[src/rtl/mem_pkg.sv]
// Shared definitions for the main-memory initiator: state encoding and default geometry.
package mem_pkg;

  localparam int unsigned MEM_DEPTH = 512;
  localparam int unsigned DATA_W    = 32;

  typedef enum logic [1:0] {
    IDLE   = 2'd0,
    ACCESS = 2'd1,
    RESP   = 2'd2,
    ERR    = 2'd3
  } state_e;

endpackage

[src/rtl/mem_wait_counter.sv]
// Strobe-window counter: load clears it, inc advances it until WAIT_CYCLES is reached.
// done_o is registered and rises on the edge where the count reaches WAIT_CYCLES.
module mem_wait_counter #(
  parameter int unsigned WAIT_CYCLES = 1
) (
  input  logic clk_i,
  input  logic clear_ni,
  input  logic load_i,
  input  logic inc_i,
  output logic done_o
);

  localparam int unsigned CNT_W = (WAIT_CYCLES > 0) ? $clog2(WAIT_CYCLES + 1) : 1;
  localparam logic [CNT_W-1:0] LAST = CNT_W'(WAIT_CYCLES);

  logic [CNT_W-1:0] count_q;
  logic [CNT_W-1:0] count_d;
  logic             done_q;

  assign count_d = count_q + CNT_W'(1);
  assign done_o  = done_q;

  always_ff @(posedge clk_i) begin
    if (!clear_ni) begin
      count_q <= '0;
      done_q  <= 1'b0;
    end else if (load_i) begin
      count_q <= '0;
      done_q  <= (WAIT_CYCLES == 0);
    end else if (inc_i && !done_q) begin
      count_q <= count_d;
      done_q  <= (count_d == LAST);
    end
  end

endmodule

[src/rtl/mem_access_ctrl.sv]
// Main-memory initiator: latches one load/store into MAR/MDR, sequences the RAM strobes
// for WAIT_CYCLES+1 cycles, then returns data (or an out-of-range error) via valid/ready.
module mem_access_ctrl #(
  parameter int unsigned DEPTH       = mem_pkg::MEM_DEPTH,
  parameter int unsigned WAIT_CYCLES = 1,
  parameter int unsigned DATA_W      = mem_pkg::DATA_W
) (
  input  logic              clock,
  input  logic              clear,
  input  logic              req_valid,
  output logic              req_ready,
  input  logic              req_we,
  input  logic [DATA_W-1:0] req_addr,
  input  logic [DATA_W-1:0] req_wdata,
  output logic              resp_valid,
  input  logic              resp_ready,
  output logic [DATA_W-1:0] resp_rdata,
  output logic              resp_err,
  output logic              mem_read,
  output logic              mem_write,
  output logic [DATA_W-1:0] mem_addr,
  output logic [DATA_W-1:0] mem_wdata,
  input  logic [DATA_W-1:0] mem_rdata,
  output logic              busy
);

  import mem_pkg::*;

  localparam logic [DATA_W-1:0] DEPTH_L = DATA_W'(DEPTH);

  state_e            state_q;
  logic [DATA_W-1:0] mar_q;
  logic [DATA_W-1:0] mdr_q;
  logic              we_q;
  logic              req_ready_q;
  logic              resp_valid_q;
  logic              resp_err_q;
  logic [DATA_W-1:0] resp_rdata_q;
  logic              mem_read_q;
  logic              mem_write_q;
  logic              busy_q;

  logic              accept_ok_c;
  logic              cnt_inc_c;
  logic              cnt_done;

  // Full-width compare: no wrap, DEPTH itself is already out of range.
  assign accept_ok_c = (state_q == IDLE) && req_valid && (req_addr < DEPTH_L);
  assign cnt_inc_c   = (state_q == ACCESS);

  mem_wait_counter #(
    .WAIT_CYCLES(WAIT_CYCLES)
  ) u_wait (
    .clk_i   (clock),
    .clear_ni(clear),
    .load_i  (accept_ok_c),
    .inc_i   (cnt_inc_c),
    .done_o  (cnt_done)
  );

  always_ff @(posedge clock) begin
    if (!clear) begin
      state_q      <= IDLE;
      mar_q        <= '0;
      mdr_q        <= '0;
      we_q         <= 1'b0;
      req_ready_q  <= 1'b1;
      resp_valid_q <= 1'b0;
      resp_err_q   <= 1'b0;
      resp_rdata_q <= '0;
      mem_read_q   <= 1'b0;
      mem_write_q  <= 1'b0;
      busy_q       <= 1'b0;
    end else begin
      unique case (state_q)
        IDLE: begin
          if (req_valid) begin
            mar_q       <= req_addr;
            mdr_q       <= req_wdata;
            we_q        <= req_we;
            req_ready_q <= 1'b0;
            busy_q      <= 1'b1;
            if (req_addr >= DEPTH_L) begin
              state_q      <= ERR;
              resp_valid_q <= 1'b1;
              resp_err_q   <= 1'b1;
              resp_rdata_q <= '0;
            end else begin
              state_q     <= ACCESS;
              mem_read_q  <= !req_we;
              mem_write_q <= req_we;
            end
          end
        end
        ACCESS: begin
          // Strobe window closes here; a load captures the RAM output into MDR.
          if (cnt_done) begin
            state_q      <= RESP;
            mem_read_q   <= 1'b0;
            mem_write_q  <= 1'b0;
            resp_valid_q <= 1'b1;
            if (!we_q) begin
              mdr_q        <= mem_rdata;
              resp_rdata_q <= mem_rdata;
            end else begin
              resp_rdata_q <= mdr_q;
            end
          end
        end
        RESP, ERR: begin
          if (resp_ready) begin
            state_q      <= IDLE;
            resp_valid_q <= 1'b0;
            resp_err_q   <= 1'b0;
            req_ready_q  <= 1'b1;
            busy_q       <= 1'b0;
          end
        end
      endcase
    end
  end

  assign req_ready  = req_ready_q;
  assign resp_valid = resp_valid_q;
  assign resp_err   = resp_err_q;
  assign resp_rdata = resp_rdata_q;
  assign mem_read   = mem_read_q;
  assign mem_write  = mem_write_q;
  assign mem_addr   = mar_q;
  assign mem_wdata  = mdr_q;
  assign busy       = busy_q;

endmodule
[config.mk]
export PLATFORM = sky130hd
export DESIGN_NAME = mem_access_ctrl
export DESIGN_NICKNAME = d
export VERILOG_FILES = /design/src/rtl/mem_pkg.sv /design/src/rtl/mem_wait_counter.sv /design/src/rtl/mem_access_ctrl.sv
export SDC_FILE = /design/constraint.sdc
export NUM_CORES = 1
export LEC_CHECK = 0
export ABC_AREA = 1
export ABC_CLOCK_PERIOD_IN_PS = 2400
export CAP_MARGIN = 5
export CORE_MARGIN = 1
export CORE_UTILIZATION = 45
export DETAILED_ROUTE_END_ITERATION = 12
export GPL_ROUTABILITY_DRIVEN = 0
export PLACE_DENSITY_LB_ADDON = 0.3
export SLEW_MARGIN = 10
export SYNTH_ARGS = -nofsm -noshare
export SYNTH_HDL_FRONTEND = slang
export SYNTH_HIERARCHICAL = 1
export SYNTH_SLANG_ARGS = --single-unit
export TNS_END_PERCENT = 10
[constraint.sdc]
create_clock -name clock -period 2.4 [get_ports clock]
set_input_delay 0.48 -clock clock [delete_from_list [all_inputs] [get_ports clock]]
set_output_delay 0.48 -clock clock [all_outputs]
set_load 0.02 [all_outputs]
# After elaboration in Yosys (flattened, before gate mapping)
# Index checks and enable logic that the tools add are counted.
totals:
  register_bits: 106
  inputBits: 101
  out_inout_bits: 102
op_classes:
  n_addsub: 1
  magnitude_cmp: 2
  eq_ne: 8
  n_mux: 30
  bitwise: 1
  n_reduce_logical: 18
op_table:
  columns: ["cell", "count"]
  rows:
  - ["2-to-1 mux 32 bit", 5]
  - ["case mux 32 bit (2 select lines)", 2]
  - ["greater-or-equal comparator 32 x 10 -> 1 bit, second input constant", 1]
  - ["< comparator 32 x 10 -> 1 bit, second input constant", 1]
  - ["AND reduction 4 bit", 4]
  - ["2-to-1 mux 1 bit", 12]
  - ["case mux 1 bit (2 select lines)", 5]
  - ["AND reduction 3 bit", 3]
  - ["2-to-1 mux 2 bit", 4]
  - ["inequality test 2 bit, second input constant", 4]
  - ["case mux 2 bit (3 select lines)", 1]
  - ["== test 2 bit, second input constant", 2]
  - ["nonzero test 2 bit", 2]
  - ["OR reduction 2 bit", 2]
  - ["logical AND 1 bit", 3]
  - ["case mux 1 bit (3 select lines)", 1]
  - ["== test 2 x 1 -> 1 bit, second input constant", 1]
  - ["logical NOT 1 bit", 2]
  - ["logical NOT 2 bit", 1]
  - ["inequality test 2 x 1 -> 1 bit, second input constant", 1]
  - ["AND reduction 2 bit", 1]
  - ["adder 1 bit, second input constant", 1]
  - ["inverter 1 bit", 1]

# Logic depth before layout (Yosys ltp)
logic_depth:
  word_depth: 4
  ltp_mapped: 10

# Modules after synthesis
# Netlist, hierarchy kept.
by_module_without_submodules:
  columns: ["module", "instances", "cells_per_inst", "area_per_inst_um2", "seq_area_each_um2"]
  rows:
  - ["mem_access_ctrl", 1, 654, 4476.8, 2102.0]
  - ["mem_wait_counter", 1, 5, 35.0, 20.0]

# Worst setup path before layout
# Ideal clock, no wire load.
synth_timing:
  path_kind: "input -> register"
  startpoint: "input port req_addr[20]"
  endpoint: "register resp_rdata_q[11] (netlist: resp_rdata[11])"
  setup_ns: 0.113
  arrival_ns: 1.394
  required_ns: 2.287
  slack_ns: 0.893
  cell_stages: 9
  path_cell_list: "nor2_1 -> nand2_1 -> nor2_1 -> nand4_2 -> nand2_4 -> buf_2 -> nand2_1 -> nand2_1 -> nor2_1"
synth_via:
  elab_chain_len: 3
synth_lines:
  columns: ["item", "line_no", "rtl"]
  rows:
  - ["start, declared", "mem_access_ctrl.sv:13", "input logic [DATA_W-1:0] req_addr,"]
  - ["greater-or-equal comparator 32 x 10 -> 1 bit", "mem_access_ctrl.sv:83", "if (req_addr >= DEPTH_L) begin"]
  - ["inequality test 2 x 1 -> 1 bit (no line)", null, null]
  - ["AND reduction 4 bit (no line)", null, null]
  - ["end signal, assigned", "mem_access_ctrl.sv:104", "resp_rdata_q <= mem_rdata;"]
  - ["end signal, assigned", "mem_access_ctrl.sv:106", "resp_rdata_q <= mdr_q;"]
  - ["end, declared", "mem_access_ctrl.sv:38", "logic [DATA_W-1:0] resp_rdata_q;"]
# No other way between the ends.
# A chain may end at the register's enable or synchronous reset.

# Worst setup path after layout
layout_timing:
  startpoint: "register mdr_q[23] (netlist: mem_wdata[23])"
  endpoint: "output port mem_wdata[23]"
layout_rtl:
  columns: ["item", "line_no", "rtl"]
  rows:
  - ["start, declared", "mem_access_ctrl.sv:33", "logic [DATA_W-1:0] mdr_q;"]
  - ["start signal, assigned", "mem_access_ctrl.sv:79", "mdr_q <= req_wdata;"]
  - ["start signal, assigned", "mem_access_ctrl.sv:103", "mdr_q <= mem_rdata;"]
  - ["end, declared", "mem_access_ctrl.sv:22", "output logic [DATA_W-1:0] mem_wdata,"]
# No word-level cell between the ends.

==> impl_metrics.env <==
export IMPL_globalRouteMet3Util=0.0752
export IMPL_gr_usage_met2=0.453
export IMPL_rr_startpoint="we_q"
export IMPL_critPathKind="reg2out"
export IMPL_finalCriticalPeriod_ns=1.85
export IMPL_syn_inst=659
export IMPL_routed_via_count=4975
export IMPL_whs_path_depth=2
export IMPL_startpoint_type="register"
export IMPL_power_leakage_nw=2.86
export IMPL_p_int_mw=3.17
export IMPL_vias_per_cell=5.09
export IMPL_dp_cells=962
export IMPL_switching_share=0.332
export IMPL_dr_pass1_iters=4
export IMPL_reg2reg_depth=6
export IMPL_htree_levels=3
export IMPL_start_util=0.464
export IMPL_routedWlPerCell_um=14.0
export IMPL_cts_sinks=106
export IMPL_synth_seq_area_share=0.470
export IMPL_grt_overflow=0
export IMPL_slowest_delay_ns=0.62
export IMPL_drive_above_1_share=0.0450
export IMPL_finalClockSkew_ns=0.0153
export IMPL_die_w_um=102
export IMPL_p_per_area_nw_per_um2=696
export IMPL_track_usage=0.258
export IMPL_fmax_mhz=542
export IMPL_grt_busiest_layer="met2"
export IMPL_comb_power_share=0.334
export IMPL_antenna_left=0
export IMPL_ys_types=21
export IMPL_path_delay_family="buffers and inverters"
export IMPL_fin_cells=977
export IMPL_rsz0062_at_grt="false"
export IMPL_tightest_slew_ns=0.684
export IMPL_hold_class="reg2reg"
export IMPL_cts_buffer_depth=2
export IMPL_crit_arrival_ns=1.37
export IMPL_hold_violations=0
export IMPL_dieArea_um2=10400
export IMPL_min_to="req_ready"
export IMPL_syn_area_um2=4510
export IMPL_wl_mm=13.7
export IMPL_p_switching_mw=1.58
export IMPL_portBuffers=202
export IMPL_yosysTopAreaCell="dfxtp_1"
export IMPL_fill_cells=836
export IMPL_core_area_um2=9730
export IMPL_required_ns=1.92
export IMPL_worst_path_max_delay_cell="clkdlybuf4s50_1"
export IMPL_use_met1=0.289
export IMPL_clk_pin_slew_ns=0.09
export IMPL_grt_pass1_wl_mm=21.2
export IMPL_hp_start="req_ready"
export IMPL_final_common_cell="clkdlybuf4s50_1"
export IMPL_status="finished, final reports clean"
export IMPL_period_share=0.769
export IMPL_post_cts_resized=0
export IMPL_post_cts_setup_buffers=0
export IMPL_rrSetupSlack_ns=0.64
export IMPL_cp_max_fo=3
export IMPL_share_seq_of_total_power=0.443
export IMPL_hpwl_mm=9.82
export IMPL_fin_setup_tns_ns=0
export IMPL_syn_nets=760
export IMPL_most_common_layout_cells="clkdlybuf4s50_1 (201), nor2_1 (173), nand2_1 (122)"
export IMPL_grt_max_degree=65
export IMPL_hold_buffers=0
export IMPL_num_antenna_cells=0
export IMPL_finalNetCount=941
export IMPL_cts_inserted_buffers=9
export IMPL_grt_pass1_vias=4726
export IMPL_setup_viol=0
export IMPL_drv_cap=0
export IMPL_clkLatencyLatePin_ns=0.36
export IMPL_antenna_found_initial=0
export IMPL_boundaryPins=203
export IMPL_ys_top_cells_by_area="dfxtp_1 (47%), nor2_1 (14%), nand2_1 (10%), o21ai_0 (8.7%), a21oi_1 (7.4%)"
export IMPL_route_detailed_drc=0
export IMPL_fp_dieH_um=102
export IMPL_yosys_warnings=6
export IMPL_crit_buf_inv=1
export IMPL_ys_ff_latch=106
export IMPL_clockPowerShare=0.224
export IMPL_crit_path_end_kind="primary output"
export IMPL_drt_iter0_drc=145
export IMPL_path_cells="clkdlybuf4s50_1"
export IMPL_syn_area_per_cell_um2=6.85
export IMPL_reg2reg_to="mem_wdata[28]"
export IMPL_synth_top_area_share=0.470
export IMPL_ir_drop_mv=0.393
export IMPL_slew_violations=0
export IMPL_clockRootBuffer="clkbuf_8"
export IMPL_cts_tree="built"
export IMPL_rows=36
export IMPL_area_growth_pct=51.2
export IMPL_max_slew_margin=0.543
==> metal layers <==
metal  up-vias  part of all wire
li1       2469                 -
met1      2273              0.39
met2       206              0.49
met3        27             0.089
met4         0             0.027
met5         -                 0
==> worst max path at each step <==
stage | start | to | slack (ns) | cells after the start
floorplan | req_addr[20] | resp_rdata[11] | 0.89 | 9
global placement | req_addr[22] | resp_rdata[8] | 0.34 | 10
detailed placement | req_addr[22] | resp_rdata[1] | 0.25 | 10
CTS | mem_wdata[31] | mem_wdata[31] | 0.54 | 1
global route | mem_wdata[23] | mem_wdata[23] | 0.49 | 1
finish | mem_wdata[23] | mem_wdata[23] | 0.55 | 1
==> power groups by stage <==
stage	clock network [mW]	logic, mW	registers, mW
2_1_floorplan	0	0.584	2.38
3_3_place_gp	0	1.54	2.13
3_5_place_dp	0	1.58	2.14
4_1_cts	1.08	1.59	2.10
5_1_grt	1.16	1.72	2.13
6_report	1.06	1.58	2.10
==> synth_stat cells <==
cell type / number
or2_2: 1
o21ai_0: 78
nand3_1: 15
nor2_1: 173
o21a_1: 1
buf_2: 16
inv_2: 4
a31oi_1: 12
dfxtp_1: 106
nand3b_1: 1
buf_4: 2
buf_1: 5
a21oi_1: 67
nand4_2: 1
nand2_1: 123
nor2_8: 1
clkbuf_1: 22
nand2_4: 2
o31ai_1: 1
inv_1: 27
nor2_2: 1
==> logic make-up (layout without fill, tap and decap cells) <==
kind of cell | Yosys count | count (layout) | share of synthesized area
AOI/OAI and AO/OA | 159 | 159 | 0.181
buffers and inverters | 76 | 261 | 0.0693
DFF | 106 | 106 | 0.470
and+or+nand+nor | 318 | 318 | 0.280
==> final cells by class <==
cell class,count,area (um^2),share of cell area
timing repair buffer,215,2150,0.315
sequential,106,2120,0.311
multi-input combinational,477,2080,0.305
tap,133,166,0.0244
clock buffer,11,131,0.0193
inverter,31,116,0.0171
clock inverter,4,53.8,0.00789
==> per-stage QoR <==
stage	util	setup slack, ns	hold WS, ns	total power, mW	area (um^2)
6_report	0.701	0.553	0.461	4.75	6820
5_1_grt	0.701	0.490	0.495	5.01	6820
4_1_cts	0.701	0.544	0.470	4.77	6820
3_5_place_dp	0.682	0.250	0.450	3.72	6640
3_3_place_gp	0.682	0.342	0.433	3.67	6640
2_1_floorplan	-	0.893	0.475	2.96	4510
==> worst register-to-register path: cells and delay by family, from the launching register on <==
family	cells	cell delay, ns
buffers and inverters	2	0.83
AO/OA/AOI/OAI	3	0.46
flip-flops	1	0.32
AND/OR/NAND/NOR	1	0.08
==> registers in the layout, summed over array words and instances, names as in the netlist <==
| signal | flops |
|---|---|
| resp_valid | 1 |
| mem_read | 1 |
| mem_write | 1 |
| u_wait/done_o | 1 |
| mem_addr | 32 |
| busy | 1 |
| we_q | 1 |
| resp_err | 1 |
| mem_wdata | 32 |
| resp_rdata | 32 |
| req_ready | 1 |
| state_q | 2 |
Power figures use the tool's default switching activity.
